### src/rtl/mem_arbiter_if.sv
// Shared data-memory bus: two requester ports (A = CPU, B = loader/debug) plus the memory side.
// Optional b_lock signal exists only when MEM_ARB_LOCK_EN is defined.
interface mem_arbiter_if;
    logic        a_req;
    logic        a_we;
    logic [14:0] a_addr;
    logic [15:0] a_wdata;
    logic        a_ack;
    logic [15:0] a_rdata;

    logic        b_req;
    logic        b_we;
    logic [14:0] b_addr;
    logic [15:0] b_wdata;
    logic        b_ack;
    logic [15:0] b_rdata;
`ifdef MEM_ARB_LOCK_EN
    logic        b_lock;
`endif

    logic [15:0] mem_in;
    logic [14:0] mem_address;
    logic        mem_load;
    logic [15:0] mem_out;
    logic        busy;

    modport slave (
        input  a_req, a_we, a_addr, a_wdata,
        output a_ack, a_rdata,
        input  b_req, b_we, b_addr, b_wdata,
        output b_ack, b_rdata,
`ifdef MEM_ARB_LOCK_EN
        input  b_lock,
`endif
        output mem_in, mem_address, mem_load,
        input  mem_out,
        output busy
    );

    modport master (
        output a_req, a_we, a_addr, a_wdata,
        input  a_ack, a_rdata,
        output b_req, b_we, b_addr, b_wdata,
        input  b_ack, b_rdata,
`ifdef MEM_ARB_LOCK_EN
        output b_lock,
`endif
        input  mem_in, mem_address, mem_load,
        output mem_out,
        input  busy
    );
endinterface

### src/rtl/mem_arbiter.sv
// Round-robin arbiter for the single data-memory port: IDLE -> ACCESS -> RESP, one transaction per grant.
// Optional MEM_ARB_LOCK_EN adds b_lock so port B can hold the memory for back-to-back bursts.
module mem_arbiter (
    input  logic          clock,
    input  logic          reset,
    mem_arbiter_if.slave  bus
);
    typedef enum logic [1:0] {IDLE, ACCESS, RESP} state_t;

    state_t      state_q;
    logic        owner_q;       // 0 = port A, 1 = port B
    logic        last_q;
    logic        owner_d;
    logic        a_ack_q, b_ack_q;
    logic [15:0] a_rdata_q, b_rdata_q;
    logic        busy_q;
`ifdef MEM_ARB_LOCK_EN
    logic        lock_q;
`endif

    logic        own_we;
    logic [14:0] own_addr;
    logic [15:0] own_wdata;

    assign own_we    = owner_q ? bus.b_we    : bus.a_we;
    assign own_addr  = owner_q ? bus.b_addr  : bus.a_addr;
    assign own_wdata = owner_q ? bus.b_wdata : bus.a_wdata;

    always_comb begin
        owner_d = 1'b0;
        if (bus.a_req && bus.b_req)
            owner_d = ~last_q;
        else
            owner_d = bus.b_req;
`ifdef MEM_ARB_LOCK_EN
        if (lock_q && bus.b_req)
            owner_d = 1'b1;
`endif
    end

    always_ff @(posedge clock) begin
        if (reset) begin
            state_q   <= IDLE;
            owner_q   <= 1'b0;
            last_q    <= 1'b1;
            a_ack_q   <= 1'b0;
            b_ack_q   <= 1'b0;
            a_rdata_q <= 16'h0000;
            b_rdata_q <= 16'h0000;
            busy_q    <= 1'b0;
`ifdef MEM_ARB_LOCK_EN
            lock_q    <= 1'b0;
`endif
        end else begin
            case (state_q)
                IDLE: begin
                    if (bus.a_req || bus.b_req) begin
                        owner_q <= owner_d;
                        last_q  <= owner_d;
                        state_q <= ACCESS;
                        busy_q  <= 1'b1;
`ifdef MEM_ARB_LOCK_EN
                        lock_q  <= 1'b0;
`endif
                    end
                end
                ACCESS: begin
                    // Writes leave the owner's read-data register untouched.
                    if (owner_q) begin
                        b_ack_q <= 1'b1;
                        if (!own_we) b_rdata_q <= bus.mem_out;
                    end else begin
                        a_ack_q <= 1'b1;
                        if (!own_we) a_rdata_q <= bus.mem_out;
                    end
                    state_q <= RESP;
                end
                RESP: begin
                    a_ack_q <= 1'b0;
                    b_ack_q <= 1'b0;
                    busy_q  <= 1'b0;
                    state_q <= IDLE;
`ifdef MEM_ARB_LOCK_EN
                    lock_q  <= owner_q & bus.b_lock;
`endif
                end
                default: state_q <= IDLE;
            endcase
        end
    end

    // Reset gates the write strobe so an interrupted ACCESS never commits.
    assign bus.mem_load    = (state_q == ACCESS) & own_we & ~reset;
    assign bus.mem_address = own_addr;
    assign bus.mem_in      = own_wdata;
    assign bus.a_ack       = a_ack_q;
    assign bus.b_ack       = b_ack_q;
    assign bus.a_rdata     = a_rdata_q;
    assign bus.b_rdata     = b_rdata_q;
    assign bus.busy        = busy_q;
endmodule

### src/flat_wrapper.sv
// flat-port wrapper written by rule: the top's interface ports become plain ports
module mem_arbiter_flat 
  (clock, reset, bus_a_req, bus_a_we, bus_a_addr, bus_a_wdata, bus_a_ack, bus_a_rdata, bus_b_req, bus_b_we, bus_b_addr, bus_b_wdata, bus_b_ack, bus_b_rdata, bus_mem_in, bus_mem_address, bus_mem_load, bus_mem_out, bus_busy);
  mem_arbiter_if bus_i ();
  input  logic clock;
  input  logic reset;
  input wire logic [$bits(bus_i.a_req)-1:0] bus_a_req;
  input wire logic [$bits(bus_i.a_we)-1:0] bus_a_we;
  input wire logic [$bits(bus_i.a_addr)-1:0] bus_a_addr;
  input wire logic [$bits(bus_i.a_wdata)-1:0] bus_a_wdata;
  output wire logic [$bits(bus_i.a_ack)-1:0] bus_a_ack;
  output wire logic [$bits(bus_i.a_rdata)-1:0] bus_a_rdata;
  input wire logic [$bits(bus_i.b_req)-1:0] bus_b_req;
  input wire logic [$bits(bus_i.b_we)-1:0] bus_b_we;
  input wire logic [$bits(bus_i.b_addr)-1:0] bus_b_addr;
  input wire logic [$bits(bus_i.b_wdata)-1:0] bus_b_wdata;
  output wire logic [$bits(bus_i.b_ack)-1:0] bus_b_ack;
  output wire logic [$bits(bus_i.b_rdata)-1:0] bus_b_rdata;
  output wire logic [$bits(bus_i.mem_in)-1:0] bus_mem_in;
  output wire logic [$bits(bus_i.mem_address)-1:0] bus_mem_address;
  output wire logic [$bits(bus_i.mem_load)-1:0] bus_mem_load;
  input wire logic [$bits(bus_i.mem_out)-1:0] bus_mem_out;
  output wire logic [$bits(bus_i.busy)-1:0] bus_busy;
  assign bus_i.a_req = bus_a_req;
  assign bus_i.a_we = bus_a_we;
  assign bus_i.a_addr = bus_a_addr;
  assign bus_i.a_wdata = bus_a_wdata;
  assign bus_a_ack = bus_i.a_ack;
  assign bus_a_rdata = bus_i.a_rdata;
  assign bus_i.b_req = bus_b_req;
  assign bus_i.b_we = bus_b_we;
  assign bus_i.b_addr = bus_b_addr;
  assign bus_i.b_wdata = bus_b_wdata;
  assign bus_b_ack = bus_i.b_ack;
  assign bus_b_rdata = bus_i.b_rdata;
  assign bus_mem_in = bus_i.mem_in;
  assign bus_mem_address = bus_i.mem_address;
  assign bus_mem_load = bus_i.mem_load;
  assign bus_i.mem_out = bus_mem_out;
  assign bus_busy = bus_i.busy;
  mem_arbiter u_core (.clock(clock), .reset(reset), .bus(bus_i));
endmodule
### config.mk
export PLATFORM = sky130hd
export DESIGN_NAME = mem_arbiter_flat
export DESIGN_NICKNAME = d
export VERILOG_FILES = /design/src/rtl/mem_arbiter_if.sv /design/src/rtl/mem_arbiter.sv /design/src/flat_wrapper.sv
export SDC_FILE = /design/constraint.sdc
export NUM_CORES = 1
export LEC_CHECK = 0
export CAP_MARGIN = 20
export CORE_UTILIZATION = 35
export DETAILED_ROUTE_END_ITERATION = 6
export GPL_ROUTABILITY_DRIVEN = 0
export PLACE_DENSITY = 0.86
export SYNTH_ARGS = -nofsm -noshare
export SYNTH_HDL_FRONTEND = slang
export SYNTH_SLANG_ARGS = --single-unit
### constraint.sdc
create_clock -name clock -period 2.3 [get_ports clock]
set_input_delay 0.23 -clock clock [delete_from_list [all_inputs] [get_ports clock]]
set_output_delay 0.23 -clock clock [all_outputs]
set_load 0.05 [all_outputs]
==> results.cfg <==
[route]
wl_um = 6390
route.detailed.drc = 0
ant_nets = 0
wire_per_inst_um = 15.2
via_per_inst = 4.82
first_pass_iters = 6
via_count = 2031
drt_iter0_drc = 108

[sta]
setup_tns_ns = 0
setup_viol = 0
finalCritPeriodShare_pct = 85.3
timing.hold.ws_ns = 0.457
drv_slew = 0
fmax_ghz = 0.510
min_period_ns = 1.96
hold_viol_final = 0
maxSlewHeadroom_pct = 51.7
worst_pin_slew_ns = 0.720
rsz0062_at_grt = false
fin_worst_skew_ns = 0.00427

[power]
ir_drop_mv = 0.247
powerDensity_nw_per_um2 = 529
totalPowerFinal_mw = 1.99
p_leak_nw = 1.38

[clocking]
tritoncts = yes
cts-resized-gates = 0
path_clk_slew_ns = 0.07
ctsHtreeMaxLevel = 2
clockBufferDepth = 2
cts_made_buffers = 5
postCtsSetupBuffers = 0
clock_latency_ns = 0.28
postCtsHoldBufs = 0
cts_sinks = 39
cts_root_buf = clkbuf_8

[global_routing]
grt_busiest_layer = met2
grt_util_met2_pct = 43.9
grt_overflow_total = 0
grtUsageMet1_pct = 22.2
grt_max_degree = 40
grt_pass1_vias = 2074
antenna_found_initial = 0
grt_pass1_wl_um = 9580
grtUsageMet3_pct = 10.2
grtUsageTotal_pct = 23.3

[floorplanning]
rows = 25
start_util_pct = 37.4
io_pins = 151
die_y_um = 73.9
design.die.area_sq_um = 5470
coreArea_sq_um = 4850
die_w_um = 73.9

[critical_path]
worstRegToRegCells = 3
arrival_ns = 1.73
timing.rr.start = u_core.owner_q$_SDFFE_PP0P_
worst-path-max-fanout = 10
path_class = register to output port
cp.required_ns = 2.07
r2r_end = u_core.bus.b_rdata[1]$_SDFFE_PP0P_
r2r_slack_ns = 0.52
crit_start = u_core.owner_q$_SDFFE_PP0P_
start_kind = register
worstSetupEndpointType = output port
worstSetupEndpoint = bus_mem_in[13]

[final_layout]
post-route-util_pct = 77.8
nets = 437
drive_above_1_share_pct = 22.3
final_common_cell = clkdlybuf4s50_1
stdcell_count = 421
area_delta_synth_final_pct = 108
num_antenna_cells = 0
fillers = 327
mostFrequentLayoutCells = clkdlybuf4s50_1, nand2_1, dfxtp_1

[logic_synthesis]
postSynthCellCount = 208
synthesis.area_sq_um = 1810
synth_edf_count = 0
yosysWarnings = 0
ys_ff_latch = 39
avgSynthCellArea_sq_um = 8.71
yosys_most_used_dff = dfxtp_1
synth_cell_types = 26
syn_nets = 292
seq_area_frac_synth_pct = 43.1
async_reset_ff_share_pct = 0

[placement]
io_buffers = 150
dp_hpwl_um = 5230
dp_cells = 413

[worst_hold_path]
hp-class = register to register

[outcome]
status = finished, final reports clean

[flow_run]
maxCapViolations = 0
[layout make-up]
class,instances,area (sq um),share of cell area [%]
Clock buffer,5,68.8,1.82
Clock inverter,3,15.0,0.398
Tap cell,67,83.8,2.22
Sequential cell,39,781,20.7
Timing Repair Buffer,155,1870,49.6
Multi-Input combinational cell,152,951,25.2
[worst max-delay path, cell delays in order, from the launching register on]
cell	delay (ns)
dfxtp_1	0.64
buf_4	0.27
mux2_2	0.38
buf_12	0.15
[cells in the mapped netlist, types with 2 or more instances]
master,count,area (sq um)
nand2_1,66,248
dfxtp_1,39,781
a21oi_1,33,165
mux2_2,31,349
buf_2,6,30.0
clkbuf_1,6,22.5
nor2_1,5,18.8
buf_4,2,15.0
buf_6,2,22.5
nand2b_1,2,12.5
[routing by layer]
layer | up-vias | routed length (um)
li1 | 986 | -
met1 | 931 | 2170
met2 | 104 | 3410
met3 | 10 | 682
met4 | 0 | 125
met5 | - | 0
[worst min-delay path by stage]
stage | start | end | slack, ns | cells after the start
6_report | u_core.bus.b_rdata[7]$_SDFFE_PP0P_ | u_core.bus.b_rdata[7]$_SDFFE_PP0P_ | 0.46 | 2
5_1_grt | u_core.bus.a_rdata[10]$_SDFFE_PP0P_ | u_core.bus.a_rdata[10]$_SDFFE_PP0P_ | 0.48 | 2
4_1_cts | u_core.bus.b_rdata[7]$_SDFFE_PP0P_ | u_core.bus.b_rdata[7]$_SDFFE_PP0P_ | 0.46 | 2
3_5_place_dp | u_core.bus.b_rdata[7]$_SDFFE_PP0P_ | u_core.bus.b_rdata[7]$_SDFFE_PP0P_ | 0.45 | 2
3_3_place_gp | u_core.bus.b_rdata[0]$_SDFFE_PP0P_ | u_core.bus.b_rdata[0]$_SDFFE_PP0P_ | 0.44 | 2
2_1_floorplan | bus_mem_out[10] | u_core.bus.a_rdata[10]$_SDFFE_PP0P_ | 0.37 | 2
[flip-flops by register name, summed over array words and instances (netlist names)]
| name | cells |
|---|---|
| u_core.last_q | 1 |
| u_core.bus.b_rdata | 16 |
| u_core.owner_q | 1 |
| u_core.bus.b_ack | 1 |
| u_core.state_q | 2 |
| u_core.bus.a_rdata | 16 |
| u_core.bus.a_ack | 1 |
| u_core.bus.busy | 1 |
[power by group]
group | switching, mW | internal (mW) | total [mW]
Sequential | 0.0255 | 0.699 | 0.725
Clock | 0.227 | 0.207 | 0.434
Combinational | 0.405 | 0.430 | 0.835
Total | 0.658 | 1.34 | 1.99
[through the flow]
stage | setup slack [ns] | cell area, sq um
after floorplan | 0.180 | 1810
after global placement | 0.432 | 3690
after detailed placement | 0.382 | 3690
after global routing | 0.264 | 3770
final | 0.339 | 3770
after CTS | 0.328 | 3770
[cells by family after synthesis]
logic type	synth area share, %
compound gates	11.1
simple gates	20.8
flops	43.1
buf+inv	5.25
mux	19.8
Power figures use the tool's default switching activity.
